$ cat config.mk
export PLATFORM = sky130hd
export DESIGN_NAME = lsu
export DESIGN_NICKNAME = d
export VERILOG_FILES = /design/src/rtl/lsu_pkg.sv /design/src/rtl/lsu_align.sv /design/src/rtl/lsu.sv
export SDC_FILE = /design/constraint.sdc
export NUM_CORES = 1
export LEC_CHECK = 0
export ABC_AREA = 1
export CAP_MARGIN = 40
export CORE_MARGIN = 2
export CORE_UTILIZATION = 50
export DETAILED_ROUTE_END_ITERATION = 7
export PLACE_DENSITY = 0.94
export RECOVER_POWER = 50
export SYNTH_ARGS = -nofsm -noshare
export SYNTH_HDL_FRONTEND = slang
export SYNTH_HIERARCHICAL = 1
export SYNTH_SLANG_ARGS = --single-unit
$ cat constraint.sdc
create_clock -name clk -period 6.6 [get_ports clk]
set_input_delay 1.32 -clock clk [delete_from_list [all_inputs] [get_ports clk]]
set_output_delay 1.32 -clock clk [all_outputs]
set_load 0.02 [all_outputs]
$ cat src/rtl/lsu_pkg.sv
// Shared definitions for the load/store unit: width codes from the decoder,
// the WDSel encoding that selects memory data for writeback, and the FSM
// state encoding used by the top level.
package lsu_pkg;

  // ls width codes (one-hot on the narrow widths, all-zero for word)
  localparam logic [3:0] LS_W  = 4'b0000;
  localparam logic [3:0] LS_H  = 4'b1000;
  localparam logic [3:0] LS_B  = 4'b0100;
  localparam logic [3:0] LS_HU = 4'b0010;
  localparam logic [3:0] LS_BU = 4'b0001;

  // decoder WDSel codes; WDSEL_MEM marks a load
  localparam logic [1:0] WDSEL_ALU = 2'b00;
  localparam logic [1:0] WDSEL_MEM = 2'b01;
  localparam logic [1:0] WDSEL_PC4 = 2'b10;

  typedef enum logic [1:0] {
    ST_IDLE = 2'd0,
    ST_BUS  = 2'd1,
    ST_RESP = 2'd2
  } state_t;

  function automatic logic ls_valid(input logic [3:0] code);
    return (code == LS_W) || (code == LS_H) || (code == LS_B) ||
           (code == LS_HU) || (code == LS_BU);
  endfunction

endpackage

$ cat src/rtl/lsu_align.sv
// Combinational lane logic for the load/store unit.
// Ports:
//   mem_read, mem_write, ls, addr_lo, wdata : live request from the decoder
//   be, st_data, illegal                    : enables, replicated store data and
//                                             legality check for that request
//   ld_ls, ld_addr_lo, ld_word              : latched width/offset plus bus word
//   ld_data                                 : extracted and extended load value
module lsu_align
  import lsu_pkg::*;
(
  input  logic        mem_read,
  input  logic        mem_write,
  input  logic [3:0]  ls,
  input  logic [1:0]  addr_lo,
  input  logic [31:0] wdata,
  input  logic [3:0]  ld_ls,
  input  logic [1:0]  ld_addr_lo,
  input  logic [31:0] ld_word,
  output logic [3:0]  be,
  output logic [31:0] st_data,
  output logic [31:0] ld_data,
  output logic        illegal
);

  logic [7:0]  byte_sel;
  logic [15:0] half_sel;

  always_comb begin
    be      = 4'b1111;
    st_data = wdata;
    case (ls)
      LS_B, LS_BU: begin
        be      = 4'b0001 << addr_lo;
        st_data = {4{wdata[7:0]}};
      end
      LS_H, LS_HU: begin
        be      = 4'b0011 << {addr_lo[1], 1'b0};
        st_data = {2{wdata[15:0]}};
      end
      default: ;
    endcase
  end

  always_comb begin
    case (ld_addr_lo)
      2'd0:    byte_sel = ld_word[7:0];
      2'd1:    byte_sel = ld_word[15:8];
      2'd2:    byte_sel = ld_word[23:16];
      default: byte_sel = ld_word[31:24];
    endcase
    half_sel = ld_addr_lo[1] ? ld_word[31:16] : ld_word[15:0];
    case (ld_ls)
      LS_B:    ld_data = {{24{byte_sel[7]}}, byte_sel};
      LS_BU:   ld_data = {24'd0, byte_sel};
      LS_H:    ld_data = {{16{half_sel[15]}}, half_sel};
      LS_HU:   ld_data = {16'd0, half_sel};
      default: ld_data = ld_word;
    endcase
  end

  // unsigned widths exist only for loads
  assign illegal = (mem_read == mem_write) ||
                   !ls_valid(ls) ||
                   (mem_write && ((ls == LS_HU) || (ls == LS_BU))) ||
                   (((ls == LS_H) || (ls == LS_HU)) && addr_lo[0]) ||
                   ((ls == LS_W) && (addr_lo != 2'b00));

endmodule

$ cat src/rtl/lsu.sv
// Load/store unit: runs one req/ack data-bus transaction per load/store,
// stalls the core meanwhile and reports completion with done/fault.
// Ports:
//   clk, rst                      : clock, async active-high reset
//   start, mem_write, mem_read,
//   ls, addr, wdata               : request from decoder/ALU/rs2
//   stall, done, fault, rdata     : core handshake and load result
//   bus_req, bus_we, bus_addr,
//   bus_be, bus_wdata             : registered bus request
//   bus_ack, bus_rdata            : bus response
// TIMEOUT = max wait cycles before a fault; 0 waits forever.
module lsu
  import lsu_pkg::*;
#(
  parameter int TIMEOUT = 255
) (
  input  logic        clk,
  input  logic        rst,
  input  logic        start,
  input  logic        mem_write,
  input  logic        mem_read,
  input  logic [3:0]  ls,
  input  logic [31:0] addr,
  input  logic [31:0] wdata,
  output logic        stall,
  output logic        done,
  output logic        fault,
  output logic [31:0] rdata,
  output logic        bus_req,
  output logic        bus_we,
  output logic [31:0] bus_addr,
  output logic [3:0]  bus_be,
  output logic [31:0] bus_wdata,
  input  logic        bus_ack,
  input  logic [31:0] bus_rdata
);

  localparam int CNT_W = (TIMEOUT > 0) ? $clog2(TIMEOUT + 1) : 1;
  localparam logic [CNT_W-1:0] TO_CNT = CNT_W'(TIMEOUT);

  state_t           state, state_nxt;
  logic [3:0]       ls_q;
  logic [1:0]       addr_lo_q;
  logic [CNT_W-1:0] cnt;
  logic             illegal;
  logic [3:0]       be_c;
  logic [31:0]      st_c, ld_c;
  logic             go_bus, ack_ok, flt_nxt, timeout_hit;

  lsu_align u_align (
    .mem_read   (mem_read),
    .mem_write  (mem_write),
    .ls         (ls),
    .addr_lo    (addr[1:0]),
    .wdata      (wdata),
    .ld_ls      (ls_q),
    .ld_addr_lo (addr_lo_q),
    .ld_word    (bus_rdata),
    .be         (be_c),
    .st_data    (st_c),
    .ld_data    (ld_c),
    .illegal    (illegal)
  );

  assign timeout_hit = (TIMEOUT != 0) && (cnt == TO_CNT);
  assign stall       = ((state == ST_IDLE) && start) || (state == ST_BUS);

  always_ff @(posedge clk or posedge rst) begin
    if (rst) state <= ST_IDLE;
    else     state <= state_nxt;
  end

  always_comb begin
    state_nxt = state;
    go_bus    = 1'b0;
    ack_ok    = 1'b0;
    flt_nxt   = 1'b0;
    case (state)
      ST_IDLE: begin
        if (start) begin
          if (illegal) begin
            state_nxt = ST_RESP;
            flt_nxt   = 1'b1;
          end else begin
            state_nxt = ST_BUS;
            go_bus    = 1'b1;
          end
        end
      end
      ST_BUS: begin
        // an ack on the final wait cycle still counts as success
        if (bus_ack) begin
          state_nxt = ST_RESP;
          ack_ok    = 1'b1;
        end else if (timeout_hit) begin
          state_nxt = ST_RESP;
          flt_nxt   = 1'b1;
        end
      end
      ST_RESP: state_nxt = ST_IDLE;
      default: state_nxt = ST_IDLE;
    endcase
  end

  always_ff @(posedge clk or posedge rst) begin
    if (rst) begin
      done      <= 1'b0;
      fault     <= 1'b0;
      rdata     <= 32'd0;
      bus_req   <= 1'b0;
      bus_we    <= 1'b0;
      bus_addr  <= 32'd0;
      bus_be    <= 4'd0;
      bus_wdata <= 32'd0;
      ls_q      <= LS_W;
      addr_lo_q <= 2'd0;
      cnt       <= '0;
    end else begin
      done  <= (state_nxt == ST_RESP);
      fault <= flt_nxt;
      if (go_bus) begin
        bus_req   <= 1'b1;
        bus_we    <= mem_write;
        bus_addr  <= {addr[31:2], 2'b00};
        bus_be    <= be_c;
        bus_wdata <= st_c;
        ls_q      <= ls;
        addr_lo_q <= addr[1:0];
        cnt       <= '0;
      end else if (state == ST_BUS) begin
        if (state_nxt != ST_BUS) bus_req <= 1'b0;
        else                     cnt     <= cnt + CNT_W'(1);
      end
      if (ack_ok && !bus_we) rdata <= ld_c;
    end
  end

endmodule

==> metrics.yaml <==
run_status:
  outcome: "finished, violations left"
  violations: "max-capacitance violations, max-slew violations"
timing:
  finalCritPeriodShare_pct: 59.0
  fin_crit_ns: 3.89
  tightestPinTransition_ns: 2.76
  rsz0062_at_grt: "no"
  skew_ns: 0.00589
  finalSetupViolCount: 0
  finalHoldViolations: 0
  holdWs_ns: 0.462
  max_slew_margin_pct: -84.7
  report.final.slew_viol_count: 107
  max_freq_ghz: 0.257
  fin_setup_tns_ns: 0
pwr:
  swShare_pct: 39.2
  seq_power_share_pct: 31.8
  intPower_w: 0.00222
  clockPowerShare_pct: 26.4
  p_leak_nw: 4.77
  p_per_area_nw_per_um2: 412
  combinationalPowerShare_pct: 41.8
  switching_power_w: 0.00143
  vdd_drop_max_mv: 0.246
cts:
  cts_buffer_depth: 2
  clock_sinks: 118
  cts.reportedPaths.clkPinSlew_ns: 0.05
  post_cts_buffers: 0
  numCtsBuffers: 17
  cts_hold_buf: 0
  cts_tree: "done"
  cts_resized: 0
  htreeDepth: 4
  cts_root_buf: "clkbuf_16"
  clock_latency_ns: 0.41
worst_setup_path:
  cp-start-kind: "input pin"
  critPathSlowestCell: "clkinvlp_2"
  crit_path_end_kind: "async pin"
  crit_family: "buffers and inverters"
  rr_worst_depth: 8
  crit_arrival_ns: 4.34
  critPathKind: "input pin to async pin"
  crit_fanout: 60
  worst_path_largest_cell_delay_ns: 1.55
  path_depth: 3
  crit_buf_inv: 3
  worstPathRequired_ns: 7.05
  path_cells: "dlygate4sd3_1 -> clkinvlp_2 -> buf_4"
grt:
  grt-ovfl-total: 0
  grt_use_total_pct: 29.0
  grt_pass1_wl_um: 30000
  grt_pass1_vias: 6335
  grt_antenna_before_repair: 0
  grt_max_degree: 78
floorplanning:
  start_util_pct: 51.7
  rows: 40
  ios: 211
  die_y_um: 116
  die_w_um: 116
  coreArea_um2: 12100
  design.die.area_um2: 13400
synth:
  synth_most_common_cell: "nand2_1"
  syn_inst: 883
  synth_top_area_share_pct: 47.2
  yosys-top-cells-area: "dfrtp_1 47%, nand2_1 28%, nand3_1 4.3%, inv_1 4.3%, o21ai_0 3.3%"
  synth_area_um2: 6260
  ys_warn_count: 6
  async_flop_share_pct: 100
  ys_seq_area_share_pct: 47.2
  synth-edff-count: 0
  synthTopCellsByCount: "472 x nand2_1, 118 x dfrtp_1, 71 x inv_1"
  synth-seq-cells: 118
  ys.flop_type: "dfrtp_1"
  syn_avg_cell_area_um2: 7.09
  synth.distinct_cells: 29
  yosysTopAreaCell: "dfrtp_1"
finish:
  multi_input_area_um2: 2690
  postLayoutCoreUtil_pct: 73.3
  fill_cells: 871
  final_nets: 1175
  final_area_um2: 8880
  layout-drive-gt1-share_pct: 5.55
  syn_to_final_growth_pct: 41.8
  n_antenna_cell: 0
  regArea_um2: 2950
placed_design:
  dpl_cell_area_um2: 8290
  routabilityCongestion: 0.865
  dp_hpwl_um: 12800
  port_buffers: 208
detailed_routing:
  vias: 6486
  drc: 0
  detail-route-antenna-nets: 0
  wl_per_cell_um: 15.0
  first_pass_iters: 5
  wl_um: 18800
  drt_iter0_markers: 593
  via_per_inst: 5.19
min_path:
  hold_path.class: "register to register"
  hold_depth: 2
job:
  maxCapViolCount: 2
[stage by stage]
step           cells  setup WS [ns]  power (W)
6_report        1249           2.71    0.00366
5_1_grt         1249           2.19    0.00389
4_1_cts         1249           2.70    0.00376
3_5_place_dp    1217           2.70    0.00276
3_3_place_gp    1215           2.71    0.00270
2_1_floorplan    884           2.15    0.00205
[cells in the final DEF (no fill, tap or decap), drive strengths merged]
cell type / Yosys / routed
nand2: 476 / 476
bufinv: 0 / 3
conb: 1 / 2
ha: 1 / 1
clkbuf: 7 / 20
clkinvlp: 0 / 5
dlygate4sd3: 0 / 96
clkdlybuf4s50: 0 / 112
nand2b: 1 / 1
nand4: 4 / 4
nand3b: 2 / 2
o21ai: 47 / 47
a21oi: 7 / 7
inv: 75 / 76
dfrtp: 118 / 118
or2: 2 / 2
nor2: 35 / 35
buf: 41 / 4
nand3: 62 / 62
o21a: 1 / 1
xor2: 3 / 3
clkinv: 0 / 4
[cells by family after synthesis]
group | Yosys count | share of synthesized area (%)
adder cells (fa/ha/maj) | 1 | 0.200
AND/OR/NAND/NOR | 582 | 38.1
other | 1 | 0.0599
buffers and inverters | 123 | 9.67
AO/OA/AOI/OAI | 55 | 4.44
XOR/XNOR | 3 | 0.420
flip-flops | 118 | 47.2
[final timing paths]
check                             startpoint  slack [ns]      endpoint
worst max-delay path                     rst        2.71       ls_q[3]
worst min-delay path            bus_wdata[0]        0.46  bus_wdata[0]
worst max register to register  addr_lo_q[1]        3.43     rdata[14]
worst min register to register  bus_wdata[0]        0.46  bus_wdata[0]
max in group clk                       start        2.71         stall
min in group asynchronous                rst        2.14     rdata[22]
[worst min-delay path, cell delays in order (launching register included)]
cell and delay [ns]:
dfrtp_1 0.33, nand2_1 0.05, nand2_1 0.05
[layer usage]
layer	track usage, %	wire length [µm]	up-vias
li1	-	-	3067
met2	49.7	9100	375
met3	10.7	2110	65
met1	31.9	6770	2979
met5	0	0	-
met4	14.0	765	0
[cell type report]
type | instances | area share (%)
clock buffers | 19 | 5.10
clock inverters | 13 | 1.94
inverters | 75 | 3.18
multi-input cells | 643 | 30.3
flip-flops and latches | 118 | 33.2
well taps | 168 | 2.37
repair buffers | 213 | 23.9
[flip-flops by register name, indices dropped and copies added, names as in the netlist]
name,flops
ls_q,4
done,1
addr_lo_q,2
bus_addr,30
rdata,32
fault,1
state,2
bus_wdata,32
bus_be,4
bus_req,1
bus_we,1
cnt,8
[power groups by stage]
stage / Sequential (W) / Clock (W) / Combinational, W
2_1_floorplan: 0.00143 / 0 / 0.000622
3_3_place_gp: 0.00117 / 0 / 0.00154
3_5_place_dp: 0.00117 / 0 / 0.00159
4_1_cts: 0.00117 / 0.000977 / 0.00161
5_1_grt: 0.00120 / 0.00102 / 0.00168
6_report: 0.00116 / 0.000966 / 0.00153
(Power assumes the default switching activity.)
